## config.mk

```make
export PLATFORM = sky130hd
export DESIGN_NAME = contador_display_mux_flat
export DESIGN_NICKNAME = d
export VERILOG_FILES = /design/src/rtl/contador_display_mux_pkg.sv /design/src/rtl/contador_display_mux_if.sv /design/src/rtl/contador_display_mux_seg7_decoder.sv /design/src/rtl/contador_display_mux.sv /design/src/flat_wrapper.sv
export SDC_FILE = /design/constraint.sdc
export NUM_CORES = 1
export LEC_CHECK = 0
export BUFFER_PORTS_ARGS = -buffer_cell sky130_fd_sc_hd__buf_2
export CAP_MARGIN = 40
export CORE_MARGIN = 4
export CORE_UTILIZATION = 45
export DETAILED_ROUTE_END_ITERATION = 16
export GPL_TIMING_DRIVEN = 0
export PLACE_DENSITY = 0.65
export SETUP_SLACK_MARGIN = 0.15
export SLEW_MARGIN = 20
export SYNTH_ARGS = -nofsm -noshare
export SYNTH_HDL_FRONTEND = slang
export SYNTH_HIERARCHICAL = 1
export SYNTH_SLANG_ARGS = --single-unit
```

## constraint.sdc

```tcl
create_clock -name clk -period 5.55 [get_ports clk]
set_clock_uncertainty 0.2 [all_clocks]
set_input_delay 0.555 -clock clk [delete_from_list [all_inputs] [get_ports clk]]
set_output_delay 0.555 -clock clk [all_outputs]
set_load 0.01 [all_outputs]
```

## src/rtl/contador_display_mux_pkg.sv

```systemverilog
// Shared types, 7-segment patterns and the BCD saturation helper for the
// multiplexed BCD counter/display.
package contador_pkg;

  typedef logic [3:0] bcd_t;

  // Bit order {dp,g,f,e,d,c,b,a}, active-high; dp is never lit.
  localparam logic [7:0] SEG_0     = 8'h3F;
  localparam logic [7:0] SEG_1     = 8'h06;
  localparam logic [7:0] SEG_2     = 8'h5B;
  localparam logic [7:0] SEG_3     = 8'h4F;
  localparam logic [7:0] SEG_4     = 8'h66;
  localparam logic [7:0] SEG_5     = 8'h6D;
  localparam logic [7:0] SEG_6     = 8'h7D;
  localparam logic [7:0] SEG_7     = 8'h07;
  localparam logic [7:0] SEG_8     = 8'h7F;
  localparam logic [7:0] SEG_9     = 8'h6F;
  localparam logic [7:0] SEG_BLANK = 8'h00;

  function automatic bcd_t bcd_sat(input bcd_t n);
    return (n > 4'd9) ? 4'd9 : n;
  endfunction

endpackage

```

## src/rtl/contador_display_mux_if.sv

```systemverilog
// Control inputs and display/count outputs of contador_display_mux.
// All control inputs are level signals sampled on every rising clk edge; there is no handshake.
interface contador_display_mux_if #(
  parameter int N_DIGITS = 4
);
  logic                    en;
  logic                    up_dn;
  logic                    clear;
  logic                    load;
  logic [4*N_DIGITS-1:0]   load_val;
  logic [7:0]              segments;
  logic [N_DIGITS-1:0]     digit_sel;
  logic [4*N_DIGITS-1:0]   count_bcd;
  logic                    wrap;

  modport master (
    output en, up_dn, clear, load, load_val,
    input  segments, digit_sel, count_bcd, wrap
  );

  modport slave (
    input  en, up_dn, clear, load, load_val,
    output segments, digit_sel, count_bcd, wrap
  );
endinterface

```

## src/rtl/contador_display_mux_seg7_decoder.sv

```systemverilog
// Combinational BCD to 7-segment decoder with a blank override.
module seg7_decoder
  import contador_pkg::*;
(
  input  bcd_t       digit,
  input  logic       blank,
  output logic [7:0] seg
);

  always_comb begin
    seg = SEG_BLANK;
    if (!blank) begin
      case (digit)
        4'd0:    seg = SEG_0;
        4'd1:    seg = SEG_1;
        4'd2:    seg = SEG_2;
        4'd3:    seg = SEG_3;
        4'd4:    seg = SEG_4;
        4'd5:    seg = SEG_5;
        4'd6:    seg = SEG_6;
        4'd7:    seg = SEG_7;
        4'd8:    seg = SEG_8;
        4'd9:    seg = SEG_9;
        default: seg = SEG_BLANK;
      endcase
    end
  end

endmodule

```

## src/rtl/contador_display_mux.sv

```systemverilog
// Parametrised BCD up/down counter with time-multiplexed 7-segment drive.
// Optional LEADING_ZERO_BLANK_EN blanks leading zero digits above digit 0.
module contador_display_mux
  import contador_pkg::*;
#(
  parameter int N_DIGITS    = 4,
  parameter int TICK_DIV    = 1000,
  parameter int REFRESH_DIV = 250,
  parameter bit SEG_ACT_LOW = 1'b0
) (
  input logic                clk,
  input logic                rst_n,
  contador_display_mux_if.slave bus
);

  localparam int PSC_W = (TICK_DIV    > 1) ? $clog2(TICK_DIV)    : 1;
  localparam int REF_W = (REFRESH_DIV > 1) ? $clog2(REFRESH_DIV) : 1;
  localparam int IDX_W = (N_DIGITS    > 1) ? $clog2(N_DIGITS)    : 1;

  localparam logic [7:0]          SEG_RST = SEG_ACT_LOW ? ~SEG_0 : SEG_0;
  localparam logic [N_DIGITS-1:0] SEL_ONE = N_DIGITS'(1);
  localparam logic [N_DIGITS-1:0] SEL_RST = SEG_ACT_LOW ? ~SEL_ONE : SEL_ONE;

  logic [PSC_W-1:0]           psc_q, psc_d;
  bcd_t [N_DIGITS-1:0]        count_q, count_d;
  logic                       wrap_q, wrap_d;
  logic [REF_W-1:0]           ref_q, ref_d;
  logic [IDX_W-1:0]           idx_q, idx_d;
  logic [7:0]                 seg_q, seg_d;
  logic [N_DIGITS-1:0]        sel_q, sel_d;

  logic                       tick;
  logic                       carry, borrow;
  bcd_t [N_DIGITS-1:0]        up_val, dn_val;
  bcd_t                       mux_digit;
  logic                       mux_blank;
  logic [7:0]                 dec_seg;

  // Prescaler and counter chain; carry/borrow ripple across all digits in one cycle.
  always_comb begin
    tick  = (psc_q == PSC_W'(TICK_DIV - 1));
    psc_d = tick ? '0 : psc_q + PSC_W'(1);

    up_val = count_q;
    carry  = 1'b1;
    for (int i = 0; i < N_DIGITS; i++) begin
      if (carry) begin
        if (count_q[i] == 4'd9) begin
          up_val[i] = 4'd0;
        end else begin
          up_val[i] = count_q[i] + 4'd1;
          carry     = 1'b0;
        end
      end
    end

    dn_val = count_q;
    borrow = 1'b1;
    for (int i = 0; i < N_DIGITS; i++) begin
      if (borrow) begin
        if (count_q[i] == 4'd0) begin
          dn_val[i] = 4'd9;
        end else begin
          dn_val[i] = count_q[i] - 4'd1;
          borrow    = 1'b0;
        end
      end
    end

    count_d = count_q;
    wrap_d  = 1'b0;
    if (bus.clear) begin
      count_d = '0;
      psc_d   = '0;
    end else if (bus.load) begin
      for (int i = 0; i < N_DIGITS; i++) begin
        count_d[i] = bcd_sat(bus.load_val[4*i +: 4]);
      end
    end else if (tick && bus.en) begin
      count_d = bus.up_dn ? up_val : dn_val;
      wrap_d  = bus.up_dn ? carry : borrow;
    end
  end

  // Scan: the output registers take the digit selected by the next scan index,
  // so digit_sel and segments always change together.
  always_comb begin
    ref_d = ref_q + REF_W'(1);
    idx_d = idx_q;
    if (ref_q == REF_W'(REFRESH_DIV - 1)) begin
      ref_d = '0;
      idx_d = (idx_q == IDX_W'(N_DIGITS - 1)) ? '0 : idx_q + IDX_W'(1);
    end
    mux_digit = count_q[idx_d];
  end

`ifdef LEADING_ZERO_BLANK_EN
  logic [N_DIGITS-1:0] upper_zero;
  logic                zero_acc;

  always_comb begin
    zero_acc = 1'b1;
    for (int i = N_DIGITS - 1; i >= 0; i--) begin
      zero_acc      = zero_acc && (count_q[i] == 4'd0);
      upper_zero[i] = zero_acc;
    end
    mux_blank = (idx_d != '0) && upper_zero[idx_d];
  end
`else
  assign mux_blank = 1'b0;
`endif

  seg7_decoder u_dec (
    .digit (mux_digit),
    .blank (mux_blank),
    .seg   (dec_seg)
  );

  always_comb begin
    seg_d = SEG_ACT_LOW ? ~dec_seg : dec_seg;
    sel_d = SEG_ACT_LOW ? ~(SEL_ONE << idx_d) : (SEL_ONE << idx_d);
  end

  always_ff @(posedge clk or negedge rst_n) begin
    if (!rst_n) begin
      psc_q   <= '0;
      count_q <= '0;
      wrap_q  <= 1'b0;
      ref_q   <= '0;
      idx_q   <= '0;
      seg_q   <= SEG_RST;
      sel_q   <= SEL_RST;
    end else begin
      psc_q   <= psc_d;
      count_q <= count_d;
      wrap_q  <= wrap_d;
      ref_q   <= ref_d;
      idx_q   <= idx_d;
      seg_q   <= seg_d;
      sel_q   <= sel_d;
    end
  end

  assign bus.count_bcd = count_q;
  assign bus.wrap      = wrap_q;
  assign bus.segments  = seg_q;
  assign bus.digit_sel = sel_q;

endmodule

```

## src/flat_wrapper.sv

```systemverilog
// flat-port wrapper written by rule: the top's interface ports become plain ports
module contador_display_mux_flat import contador_pkg::*;
#(
  parameter int N_DIGITS    = 4,
  parameter int TICK_DIV    = 1000,
  parameter int REFRESH_DIV = 250,
  parameter bit SEG_ACT_LOW = 1'b0
)
  (clk, rst_n, bus_en, bus_up_dn, bus_clear, bus_load, bus_load_val, bus_segments, bus_digit_sel, bus_count_bcd, bus_wrap);
  contador_display_mux_if #(.N_DIGITS(N_DIGITS)) bus_i ();
  input logic clk;
  input logic rst_n;
  input wire logic [$bits(bus_i.en)-1:0] bus_en;
  input wire logic [$bits(bus_i.up_dn)-1:0] bus_up_dn;
  input wire logic [$bits(bus_i.clear)-1:0] bus_clear;
  input wire logic [$bits(bus_i.load)-1:0] bus_load;
  input wire logic [$bits(bus_i.load_val)-1:0] bus_load_val;
  output wire logic [$bits(bus_i.segments)-1:0] bus_segments;
  output wire logic [$bits(bus_i.digit_sel)-1:0] bus_digit_sel;
  output wire logic [$bits(bus_i.count_bcd)-1:0] bus_count_bcd;
  output wire logic [$bits(bus_i.wrap)-1:0] bus_wrap;
  assign bus_i.en = bus_en;
  assign bus_i.up_dn = bus_up_dn;
  assign bus_i.clear = bus_clear;
  assign bus_i.load = bus_load;
  assign bus_i.load_val = bus_load_val;
  assign bus_segments = bus_i.segments;
  assign bus_digit_sel = bus_i.digit_sel;
  assign bus_count_bcd = bus_i.count_bcd;
  assign bus_wrap = bus_i.wrap;
  contador_display_mux #(.N_DIGITS(N_DIGITS), .TICK_DIV(TICK_DIV), .REFRESH_DIV(REFRESH_DIV), .SEG_ACT_LOW(SEG_ACT_LOW)) u_core (.clk(clk), .rst_n(rst_n), .bus(bus_i));
endmodule
```

After elaboration in Yosys (flattened, before gate mapping)
Memories as Yosys holds them, arrays and structs flattened. A register that Yosys moved wholly into a read port is not among the register bits.
Index checks and enable logic that the tools add are counted.
{"block": "word_totals", "elab_cells": 98, "mem_bits_rw": 0, "register_bits": 49, "output_inout_bits": 29, "latch_bits": 0, "romBits": 112, "n_memories": 1, "in_bits": 22}
{"name": "(name not given)", "depth": 16, "width": 7, "read_ports": 1, "rd_ports_with_merged_regs": 1, "wr": 0, "line_no": "contador_display_mux_seg7_decoder.sv:13", "text": "case (digit)"}
{"block": "classes", "reduce_logical": 13, "n_bitwise": 0, "add_sub_neg": 11, "n_mux": 47, "multipliers": 0, "n_eq_ne": 10, "order_cmp": 5, "n_div": 0, "n_shift": 1}
{"cell": "two-way mux 4 bit", "n": 19}
{"cell": "two-way mux 16 bit", "n": 4}
{"cell": "two-way mux 10 bit", "n": 2}
{"cell": "two-way mux 1 bit", "n": 18}
{"cell": "adder 4 x 1 -> 4 bit (second input constant)", "n": 4}
{"cell": "equality test 4 bit (second input constant)", "n": 4}
{"cell": "> comparator 4 bit (second input constant)", "n": 4}
{"cell": "logical NOT 4 bit", "n": 4}
{"cell": "subtractor 4 x 1 -> 4 bit (second input constant)", "n": 4}
{"cell": "inequality test 4 x 1 -> 1 bit (second input constant)", "n": 3}
{"cell": "nonzero test 4 bit", "n": 3}
{"cell": "adder 10 x 1 -> 10 bit (second input constant)", "n": 1}
{"cell": "equality test 10 bit (second input constant)", "n": 1}
{"cell": "AND reduction 3 bit", "n": 3}
{"cell": "adder 8 x 1 -> 8 bit (second input constant)", "n": 1}
{"cell": "binary-select mux 4 bit (select 2 bit)", "n": 1}
{"cell": "equality test 8 bit (second input constant)", "n": 1}
{"cell": "two-way mux 8 bit", "n": 1}
{"cell": "two-way mux 2 bit", "n": 2}
{"cell": "<< shifter 1 x 2 -> 4 bit (first input constant)", "n": 1}
{"cell": "less-than comparator 2 x 3 -> 1 bit (second input constant)", "n": 1}
{"cell": "nonzero test 3 bit", "n": 1}
{"cell": "adder 2 x 1 -> 2 bit (second input constant)", "n": 1}
{"cell": "equality test 2 bit (second input constant)", "n": 1}
{"cell": "other kinds (2)", "n": 2}

Logic depth before layout (Yosys ltp)
{"block": "depth", "ltp_word": 9, "depth_mapped": 14, "ltp_nobuf": 12}

Cells and area by module
The synthesis kept the hierarchy.
{"module": "contador_display_mux", "cells_each": 347, "seq_area_each_um2": 1234.9, "instances": 1, "area_each_um2": 3184.3}
{"module": "seg7_decoder", "cells_each": 33, "seq_area_each_um2": 0.0, "instances": 1, "area_each_um2": 241.5}

Least setup slack after synthesis
OpenSTA, ideal clock, no wires.
{"block": "synth_path", "kind": "flip-flop to flip-flop", "from": "register u_core.ref_q[1]", "to": "register u_core.seg_q[0] (netlist: u_core/bus.segments[0])", "n_path_buf": 2, "t_required_ns": 5.259, "t_arrival_ns": 2.727, "setup_ns": 0.091, "path_stages_with_launch": 15, "setup_slack_ns": 2.532, "path_cell_list": "dfrtp_1 -> inv_1 -> ha_1 -> and4b_1 -> nor2b_1 -> buf_2 -> mux2i_1 -> buf_4 -> mux2i_1 -> mux2i_1 -> inv_1 -> ha_1 -> or2_0 -> a21o_1 -> o31ai_1"}
{"block": "synth_via", "elab_chain_cells": 4}
{"element": "from (decl)", "line_no": "contador_display_mux.sv:27", "text": "logic [REF_W-1:0] ref_q, ref_d;"}
{"element": "from (signal assigned)", "line_no": "contador_display_mux.sv:137", "text": "ref_q <= ref_d;"}
{"element": "equality test 8 bit", "line_no": "contador_display_mux.sv:90", "text": "if (ref_q == REF_W'(REFRESH_DIV - 1)) begin"}
{"element": "two-way mux 2 bit", "line_no": "contador_display_mux.sv:90"}
{"element": "binary-select mux 4 bit (select 2 bit)", "line_no": "contador_display_mux.sv:94", "text": "mux_digit = count_q[idx_d];"}
{"element": "two-way mux 4 bit (not written as such)", "line_no": "contador_display_mux.sv:94"}
{"element": "net u_core.mux_digit[1]", "line_no": "contador_display_mux.sv:35", "text": "bcd_t mux_digit;"}
{"element": "to (decl)", "line_no": "contador_display_mux.sv:29", "text": "logic [7:0] seg_q, seg_d;"}
The timed path passes the listed nets, and every way through them passes these cells. The select of a mux whose other input is x is not followed.
A chain may end at the register's enable or synchronous reset.

Worst setup path after layout
Same ends and word-level chain as after synthesis.

==> results.txt <==
Worst setup EP type = flop
H-Tree Depth = 2
Leak Pwr = 0.00185 uW
Dpl cell area = 0.00385 mm^2
WHS = 0.0450 ns
Hold Path Class = input port to async pin
Setup violations, final = 0
CP peak stage delay = 0.46 ns
Overflow after GRT = 0
Max VDD drop = 119 uV
Drt pass-1 iters = 4
Die W = 95.3 um
Worst Setup EP = u_core/bus.segments[0]$_DFF_PN1_
R2R Path End = u_core/bus.segments[0]$_DFF_PN1_
Hold Violations, Final = 0
Die Span Y = 95.3 um
Worst-path clk slew = 0.10 ns
Post-CTS Hold Buffers = 0
Antenna diodes = 0
RSZ-0062 raised after global routing = false
Gr usage total = 0.189
Die area = 0.00907 mm^2
Setup TNS = 0 ns
Share of cells above drive strength 1 = 0.195
CTS buffer count = 5
Worst-path cell chain = inv_1, ha_1, and4b_1, nor2b_1, buf_2, mux2i_1, buf_4, mux2i_1, mux2i_1, inv_1, ha_1, or2_0, a21o_1, o31ai_1
Hpwl dp = 6100 um
Post-synth EDFFs = 0
Top-area cell type share of the netlist area = 0.307
Root Buffer = clkbuf_8
Detail Route Antenna Nets = 0
Final Max Tran Viols = 0
PortBufs = 50
Cell taking the most area after synthesis = dfrtp_1
Max stage delay cell, worst path = mux2i_1
Crit path launch type = flop
Vias after detailed routing = 2974
Skew-Pair Late Insertion Delay = 0.30 ns
Starting Density = 0.467
CP dominant cell by count = mux2i_1
Largest net degree at the start of global routing = 27
Synth unique cells = 68
Final Cell Area = 0.00393 mm^2
Post-CTS setup buffers = 0
Worst Path Required = 5.56 ns
Vias per inst = 5.46
Highest Clock Rate = 0.293 GHz
Critical Path Source = u_core/ref_q[1]$_DFF_PN0_
Post-route clock period utilization = 0.614
Initial antenna violation count = 0
IO Pins = 51
Synth top area cells = dfrtp_1 31%, ha_1 8.0%, dfstp_2 5.4%
Reg2reg setup slack = 2.14 ns
Slew HR = 0.557
DRC violations left = 0
Dominant synthesized flop cell = dfrtp_1
Fin nets = 489
Max-cap violations = 0
Yosys warning total = 6
Initial DRC count = 198
CORE AREA = 0.00733 mm^2
Resize count post-CTS = 0
Asr flop ratio synth = 1.00
CP Max Fanout = 10
CTS tree = yes
GP Congestion = 0.934
WP data arrival = 3.42 ns
Cell Area, Synth = 0.00343 mm^2
Min Tclk post-route = 3.41 ns
Slew at the pin closest to its max-slew limit = 0.658 ns
Worst R2R Start = u_core/ref_q[1]$_DFF_PN0_
Clock sink total = 49
First-pass GRT wire length = 13700 um
Mapped Cells = 380
Worst R2R Path Depth = 14
Outcome = complete, no violations
Vias in the first global route = 2817
Area growth syn-to-layout = 14.8%
Num rows = 31
Sequential area share after synthesis = 0.360
Clock buffer depth = 2
Routed WL = 8120 um
Wire per inst = 14.9 um
#FFs+latches synth = 49
Crit Path Category = flop to flop
Mapped Avg Cell Area = 9.02 um^2
Power density cells = 207 mW/mm^2
==> layout by cell type (no fill, tap or decap), types with 8 or more instances in the layout <==
cell type   n
a211oi_1    9
a21oi_1    19
a31oi_1    10
buf_2      53
clkbuf_1   15
conb_1      9
dfrtp_1    42
ha_1       22
inv_1      28
mux2i_1    18
nand2_1    23
nand2b_1    8
nand3_1     9
nor2_1     34
nor2b_1    13
o21ai_0    14
xnor2_1    12
==> Yosys cell counts (all sizes together), types with 3 or more instances <==
| cell | number |
|---|---|
| buf | 6 |
| o21ai | 15 |
| o31ai | 5 |
| dfstp | 7 |
| nand2b | 9 |
| a311oi | 4 |
| nor2 | 35 |
| or3 | 3 |
| nand2 | 23 |
| ha | 22 |
| o21bai | 3 |
| o22ai | 4 |
| dfrtp | 42 |
| nor2b | 13 |
| nand3b | 4 |
| or2 | 5 |
| nand3 | 9 |
| mux2 | 6 |
| xor2 | 4 |
| inv | 28 |
| a211oi | 9 |
| xnor2 | 12 |
| and3 | 5 |
| mux2i | 19 |
| a21oi | 20 |
| o211ai | 3 |
| clkbuf | 15 |
| a31oi | 10 |
| a221oi | 4 |
==> worst min path at each step <==
stage / start / endpoint / depth (start not counted)
finish: rst_n / u_core/ref_q[6]$_DFF_PN0_ / 1
global placement: u_core/ref_q[7]$_DFF_PN0_ / u_core/ref_q[7]$_DFF_PN0_ / 1
global route: rst_n / u_core/ref_q[6]$_DFF_PN0_ / 1
floorplan: rst_n / u_core/bus.count_bcd[0]$_DFFE_PN0P_ / 0
detailed placement: u_core/psc_q[0]$_DFF_PN0_ / u_core/psc_q[0]$_DFF_PN0_ / 1
CTS: rst_n / u_core/ref_q[6]$_DFF_PN0_ / 1
==> state kept, by name (all words and copies together), names as in the netlist <==
signal	count
u_core/bus.count_bcd	16
u_core/bus.digit_sel	4
u_core/bus.segments	8
u_core/bus.wrap	1
u_core/idx_q	2
u_core/psc_q	10
u_core/ref_q	8
==> cells by family after synthesis <==
family | synth area share
compound gates | 0.188
xor+xnor | 0.0409
fa+ha+maj | 0.0803
buf+inv | 0.0606
flops | 0.360
mux | 0.0763
other cells | 0.00219
simple gates | 0.191
==> metrics by stage <==
step	power (uW)	instances	setup slack (ns)	util
after floorplan	533	387	2.53	-
after global placement	597	536	2.21	0.522
after detailed placement	602	537	2.16	0.525
after CTS	824	545	2.13	0.536
after global routing	867	545	1.86	0.536
final	815	545	2.14	0.536
==> critical path, delay by kind of cell, from the launching register on <==
family                     cells  cell delay, ns
buffers and inverters          4            0.69
DFF                            1            0.40
and+or+nand+nor                3            0.59
muxes                          3            0.85
AOI/OAI and AO/OA              2            0.25
adders and majority gates      2            0.34
==> per-layer routing <==
metal  GRT usage  up-vias  share of wire
li1            -     1464              -
met1       0.260     1418           0.46
met2       0.315       85           0.48
met3      0.0316        7          0.057
met4      0.0325        0         0.0049
met5           0        -              0
==> where the power goes <==
| group | internal, uW | switching, uW |
|---|---|---|
| clock network | 90.3 | 127 |
| logic | 85.4 | 115 |
| registers | 377 | 20.2 |
| total | 552 | 262 |
==> area by class of cell <==
class / count / area (um^2)
fillers: 691 / 3400
clock buffers: 6 / 72.6
flip-flops and latches: 49 / 1230
plain buffers: 21 / 98.8
clock inverters: 2 / 13.8
repair buffers: 51 / 270
inverters: 29 / 109
well taps: 99 / 124
multi-input cells: 288 / 2010
No activity file was read; power rests on OpenSTA's default activity.
